File: config.mk
export PLATFORM = sky130hd
export DESIGN_NAME = tile_px_fetch
export DESIGN_NICKNAME = d
export VERILOG_FILES = /design/src/rtl/tile_pkg.sv /design/src/rtl/px_sideband_pipe.sv /design/src/rtl/tile_px_fetch.sv
export SDC_FILE = /design/constraint.sdc
export NUM_CORES = 1
export LEC_CHECK = 0
export CORE_AREA = 2 2 134 136
export DETAILED_ROUTE_END_ITERATION = 6
export DIE_AREA = 0 0 136 138
export PLACE_DENSITY = 0.81
export SYNTH_ARGS = -nofsm -noshare
export SYNTH_HDL_FRONTEND = slang
export SYNTH_SLANG_ARGS = --single-unit
File: constraint.sdc
create_clock -name clk -period 2.3 [get_ports clk]
set_clock_uncertainty 0.05 [all_clocks]
set_input_delay 0.46 -clock clk [delete_from_list [all_inputs] [get_ports clk]]
set_output_delay 0.46 -clock clk [all_outputs]
set_load 0.005 [all_outputs]
File: src/rtl/tile_pkg.sv
// tile_pkg: shared tile encodings, default colours and tile code-to-value mapping
package tile_pkg;
  typedef enum logic [1:0] {
    MODE_NORMAL = 2'b00,
    MODE_DIM    = 2'b01,
    MODE_BLINK  = 2'b10,
    MODE_INVERT = 2'b11
  } mode_e;
  localparam logic [3:0]  CODE_EMPTY    = 4'd0;
  localparam logic [23:0] DEF_BG_COLOR  = 24'hCDC1B4;
  localparam logic [23:0] DEF_ERR_COLOR = 24'hFF00FF;
  // code k shows 2^(k-1); code 1 is the index tile with value 1
  function automatic logic [15:0] tile_value(input logic [3:0] code);
    return code == CODE_EMPTY ? 16'd0 : 16'd1 << (code - 4'd1);
  endfunction
endpackage

File: src/rtl/px_sideband_pipe.sv
// px_sideband_pipe: DEPTH-stage shift register carrying {valid, code, mode, phase}
//   clk, rst   : clock, synchronous clear of every stage
//   in_*       : request sideband entering stage 0
//   out_*      : sideband leaving the last stage
module px_sideband_pipe #(
  parameter int DEPTH  = 2,
  parameter int CODE_W = 4
) (
  input  logic              clk,
  input  logic              rst,
  input  logic              in_valid,
  input  logic [CODE_W-1:0] in_code,
  input  logic [1:0]        in_mode,
  input  logic              in_phase,
  output logic              out_valid,
  output logic [CODE_W-1:0] out_code,
  output logic [1:0]        out_mode,
  output logic              out_phase
);
  localparam int W = CODE_W + 4;
  logic [W-1:0] sr_d [DEPTH];
  logic [W-1:0] sr_q [DEPTH];
  always_comb begin
    sr_d[0] = {in_valid, in_code, in_mode, in_phase};
    for (int i = 1; i < DEPTH; i++) sr_d[i] = sr_q[i-1];
  end
  always_ff @(posedge clk) begin
    for (int i = 0; i < DEPTH; i++) sr_q[i] <= rst ? '0 : sr_d[i];
  end
  assign {out_valid, out_code, out_mode, out_phase} = sr_q[DEPTH-1];
endmodule

File: src/rtl/tile_px_fetch.sv
// tile_px_fetch: pipelined tile ROM pixel fetch with blank/error/dim/blink/invert processing
//   clk, rst                 : clock, synchronous active-high reset
//   in_valid/code/x/y/mode   : pixel request, one per cycle max
//   frame_tick, err_clr      : frame counter advance, sticky error clear
//   rom_addr, rom_data       : shared ROM address, flattened ROM outputs (slice k = ROM k)
//   out_valid, out_px        : processed pixel, ROM_LAT+2 cycles after the request
//   err_sticky               : set when an out-of-range code matures
module tile_px_fetch
  import tile_pkg::*;
#(
  parameter int              NUM_TILES = 12,
  parameter int              CODE_W    = 4,
  parameter int              COORD_W   = 6,
  parameter int              ADDR_W    = 12,
  parameter int              PX_W      = 24,
  parameter int              ROM_LAT   = 1,
  parameter logic [PX_W-1:0] BG_COLOR  = DEF_BG_COLOR,
  parameter logic [PX_W-1:0] ERR_COLOR = DEF_ERR_COLOR,
  parameter int              BLINK_W   = 5
) (
  input  logic                      clk,
  input  logic                      rst,
  input  logic                      in_valid,
  input  logic [CODE_W-1:0]         in_code,
  input  logic [COORD_W-1:0]        in_x,
  input  logic [COORD_W-1:0]        in_y,
  input  logic [1:0]                in_mode,
  input  logic                      frame_tick,
  input  logic                      err_clr,
  output logic [ADDR_W-1:0]         rom_addr,
  input  logic [NUM_TILES*PX_W-1:0] rom_data,
  output logic                      out_valid,
  output logic [PX_W-1:0]           out_px,
  output logic                      err_sticky
);
  localparam int CH_W = PX_W / 3;
  localparam logic [CODE_W-1:0] MAX_CODE = CODE_W'(NUM_TILES);
  logic [ADDR_W-1:0]  rom_addr_d, rom_addr_q;
  logic [BLINK_W-1:0] frame_d, frame_q;
  logic               out_valid_d, out_valid_q;
  logic [PX_W-1:0]    out_px_d, out_px_q;
  logic               err_d, err_q;
  logic               sb_valid, sb_phase, is_err;
  logic [CODE_W-1:0]  sb_code;
  logic [1:0]         sb_mode;
  logic [PX_W-1:0]    rom_word, base_px, dim_px, mode_px;
  // sideband is one stage longer than the ROM so the select lines up with the returning word
  px_sideband_pipe #(.DEPTH(ROM_LAT + 1), .CODE_W(CODE_W)) u_sb (
    .clk       (clk),
    .rst       (rst),
    .in_valid  (in_valid),
    .in_code   (in_code),
    .in_mode   (in_mode),
    .in_phase  (frame_q[BLINK_W-1]),
    .out_valid (sb_valid),
    .out_code  (sb_code),
    .out_mode  (sb_mode),
    .out_phase (sb_phase)
  );
  always_comb begin
    rom_word = '0;
    for (int k = 0; k < NUM_TILES; k++) if (sb_code == CODE_W'(k + 1)) rom_word = rom_data[k*PX_W +: PX_W];
    is_err = sb_code > MAX_CODE;
    base_px = sb_code == CODE_W'(CODE_EMPTY) ? BG_COLOR : rom_word;
    dim_px = '0;
    for (int c = 0; c < 3; c++) dim_px[c*CH_W +: CH_W] = base_px[c*CH_W +: CH_W] >> 1;
    mode_px = is_err                   ? ERR_COLOR :
              sb_mode == MODE_DIM      ? dim_px :
              sb_mode == MODE_BLINK    ? (sb_phase ? BG_COLOR : base_px) :
              sb_mode == MODE_INVERT   ? ~base_px : base_px;
    rom_addr_d = in_valid ? {in_y, in_x} : rom_addr_q;
    frame_d = frame_q + BLINK_W'(frame_tick);
    out_valid_d = sb_valid;
    out_px_d = sb_valid ? mode_px : out_px_q;
    err_d = (sb_valid && is_err) || (err_q && !err_clr);
  end
  always_ff @(posedge clk) begin
    if (rst) begin
      rom_addr_q  <= '0;
      frame_q     <= '0;
      out_valid_q <= 1'b0;
      out_px_q    <= '0;
      err_q       <= 1'b0;
    end else begin
      rom_addr_q  <= rom_addr_d;
      frame_q     <= frame_d;
      out_valid_q <= out_valid_d;
      out_px_q    <= out_px_d;
      err_q       <= err_d;
    end
  end
  assign rom_addr   = rom_addr_q;
  assign out_valid  = out_valid_q;
  assign out_px     = out_px_q;
  assign err_sticky = err_q;
endmodule

==> out/summary.md <==
## Run status
• outcome: completed

## Synth
• number of flops mapped to enable cells by yosys: 0
• Syn Area/Cell: 7.411 um2
• Post-synth top flop: sky130_fd_sc_hd__dfxtp_1
• commonest cells in the synthesized netlist: sky130_fd_sc_hd__nor2_1 (93), sky130_fd_sc_hd__a21oi_1 (68), sky130_fd_sc_hd__o21ai_0 (65), sky130_fd_sc_hd__nand2_1 (63), sky130_fd_sc_hd__dfxtp_1 (59)
• Syn. warnings: 0
• post-synthesis sequential element count: 59
• gate count of the mapped netlist: 795
• cell accounting for the most synthesized area: sky130_fd_sc_hd__dfxtp_1
• share of the synthesized area in the top cell type: 20.05%
• portion of the post-synthesis area used by sequential elements: 20.05%
• area of the mapped netlist: 0.005892 mm2
• count leader, synth: sky130_fd_sc_hd__nor2_1
• dominant cells by area after synthesis: sky130_fd_sc_hd__dfxtp_1 (20%), sky130_fd_sc_hd__mux2i_1 (8.3%), sky130_fd_sc_hd__nor2_1 (5.9%)
• Post-synth ARST share: 0%
• number of nets in the synthesized netlist: 1108
• Yosys cell types: 82

## Floorplan
• CORE AREA: 0.01753 mm2
• Die Wd: 136 um
• number of top-level design ports: 349
• die height: 138 um
• std cell rows: 49
• Die ar.: 0.01877 mm2
• starting density of the core: 33.60%

## STA
• Max Clk Rate: 437.4 MHz
• worst max-slew margin expressed relative to the limit: 50.36%
• setup repair after global routing missed its margin: yes
• final critical-path share of the clock period: 99.39%
• max-slew violation count: 0
• post-route setup slack: 13.92 ps
• final hold violation count: 0
• Total Neg Setup Slack: 0 ps
• final setup violation count: 0
• Worst Tran Pin Value: 742.3 ps
• post-route minimum period: 2286 ps

## Clock tree
• CTS root buffer: sky130_fd_sc_hd__clkbuf_16
• H-Tree Level Count: 3
• clock-pin slew on the worst setup and hold paths: 50 ps
• clock insertion delay at the later pin of the skew report: 330 ps
• TritonCTS sink count: 59
• CTS Buffer Depth: 2
• CTS tree: yes
• Num CTS Buffers: 9

## Flow run
• total of max-cap violations: 0

## Setup path
• Crit path largest cell delay: 450 ps
• Worst path slowest cell: sky130_fd_sc_hd__or4_1
• source of the worst register-to-register timing path: u_sb.sr_q[0][11]
• critical path required time: 2460 ps
• nature of the critical path startpoint: flop
• capturing point of the worst reg2reg path: out_px[1]
• peak fanout along the critical path: 14
• kind of capture point of the worst setup path: flop
• Worst R2R Setup Slack: 10 ps
• critical path start-end classification: reg2reg
• Most common cell on crit path: sky130_fd_sc_hd__o21ai_0
• CP Cell Sequence: buf_6 -> buf_12 -> nor2_2 -> buf_4 -> o21ai_0 -> o21ai_0 -> nand2_1 -> a31oi_1 -> nor3b_1 -> or4_1
• Worst EP arrival: 2440 ps
• number of cells on the worst reg-to-reg path: 10

## Pwr
• proportion of power drawn by flip-flops and latches: 27.6%
• net switching fraction of the power: 29.65%
• Lkg Pwr: 4.255 nW
• overall power of the completed layout: 0.004024 W
• pwr/cell area: 356.1 mW/mm2
• worst vdd rail ir drop: 0.3983 mV
• cell internal power dissipation: 0.002831 W
• combinational power share: 41.2%
• total net switching power: 0.001193 W
• power share of the clock group: 31.2%

## Layout
• Synth-to-Final Area Change: 91.78%
• fraction of layout instances using a drive strength above 1: 22.67%
• count of inserted antenna diode cells: 0
• Total Nets Final: 1561
• non-filler instance count after layout: 1482
• post-route core utilization: 64.44%

## Min path
• number of cells traversed by the worst hold path: 1
• worst min-delay path startpoint: u_sb.sr_q[0][4]
• end point of the most critical hold path: u_sb.sr_q[0][12]
• worst hold path class: reg2reg

## Routing
• Vias/cell: 5.801
• vias post-DR: 8597
• drt wl/cell: 23.10 um
• DR pass1 iterations: 5
• Final Routed Wirelength: 34230 um
• DRC errors left: 0
• number of nets with antenna violations after routing: 0
• drt first-iter violations: 838

## Global routing
• antenna violations before repair: 0
• remaining global-route overflow: 0
• GRT Overall Usage: 34.13%
• largest net degree at the start of global routing: 46
• global-route wire length before repair: 48850 um
• number of global-route vias before repair: 8565

## Placement
• cell total after placement: 1443
• Setup Slack @ Placement: -215.9 ps
• Port-buffer cells: 348
• DP HPWL: 27030 um
• Placer Congestion: 0.9766

## routing by layer
layer,GRT usage [%],up-vias,wire (um),part of all wire (%)
li1,-,3901,-,-
met1,43.33,4034,13600,40
met2,55.20,550,15640,46
met3,8.067,112,3412,10
met4,14.14,0,1580,4.6
met5,0,-,0,0
## power groups by stage
stage | clock network, W | logic (W) | registers, W
2_1_floorplan | 0 | 0.000556 | 0.00112
3_3_place_gp | 0 | 0.00149 | 0.00113
3_5_place_dp | 0 | 0.00149 | 0.00114
4_1_cts | 0.00127 | 0.00150 | 0.00111
5_1_grt | 0.00133 | 0.00175 | 0.00111
6_report | 0.00126 | 0.00166 | 0.00111
## stage by stage
| step | hold slack (ps) | cell area, um2 |
|---|---|---|
| floorplan | 363.8 | 5892 |
| global placement | 367.3 | 10360 |
| detailed placement | 374.9 | 10360 |
| CTS | 386.8 | 10690 |
| global route | 400.9 | 11300 |
| finish | 383.8 | 11300 |
## registers in the layout, indices dropped and copies added, names as in the netlist
name	count
frame_q	5
err_sticky	1
u_sb.sr_q	16
out_valid	1
out_px	24
rom_addr	12
## logic make-up (layout without fill, tap and decap cells)
logic type / count (synthesis) / in the layout / synth area share [%]
fa+ha+maj: 2 / 2 / 0.4247
mux: 67 / 67 / 12.47
compound gates: 293 / 293 / 33.28
flops: 59 / 59 / 20.05
buf+inv: 81 / 539 / 8.388
xor+xnor: 3 / 3 / 0.4460
simple gates: 290 / 290 / 24.95
## worst max-delay path, delay by kind of cell (launching register included)
family | cells | cell delay, ps
AND/OR/NAND/NOR | 4 | 810
AO/OA/AOI/OAI | 3 | 400
buffers and inverters | 3 | 490
flip-flops | 1 | 410
## final cells by class
type | count | area (um2)
Fill cell | 1520 | 6235
Timing Repair Buffer | 513 | 4962
Multi-Input combinational cell | 655 | 4534
Sequential cell | 59 | 1196
Tap cell | 229 | 286.5
Clock buffer | 13 | 260.3
Inverter | 10 | 37.54
Clock inverter | 3 | 22.52
## cell usage in the layout, fill, tap and decap left out, drive strengths merged, types with 15 or more instances in the layout
master,synthesis,final
nor2b,31,31
mux2i,49,49
a21oi,68,68
clkdlybuf4s50,0,347
o22ai,19,19
nand2,66,66
a211oi,16,16
clkbuf,16,16
o21ai,72,72
nor2,96,96
nor3,19,19
nand3,16,16
mux2,15,15
nand2b,17,17
dfxtp,59,59
buf,55,163
## worst max-delay path by stage
stage	startpoint	end	slack [ps]	cells past startpoint
CTS	u_sb.sr_q[0][11]	out_px[21]	-10	8
floorplan	u_sb.sr_q[0][11]	out_px[10]	240	10
global route	u_sb.sr_q[0][11]	out_px[1]	-70	10
finish	u_sb.sr_q[0][11]	out_px[1]	10	10
detailed placement	rom_data[46]	out_px[22]	-220	8
global placement	rom_data[46]	out_px[22]	-210	8
## repair_timing
item / in CTS / in global routing
buffers inserted: 2 / 19
cloned: 0 / 3
pin swaps: 2 / 27
hold buffers: 0 / 0
endpoints found under the setup margin: 18 / 23
gates resized for setup: 10 / 81
Note: power is estimated with default switching activity, not from simulation.
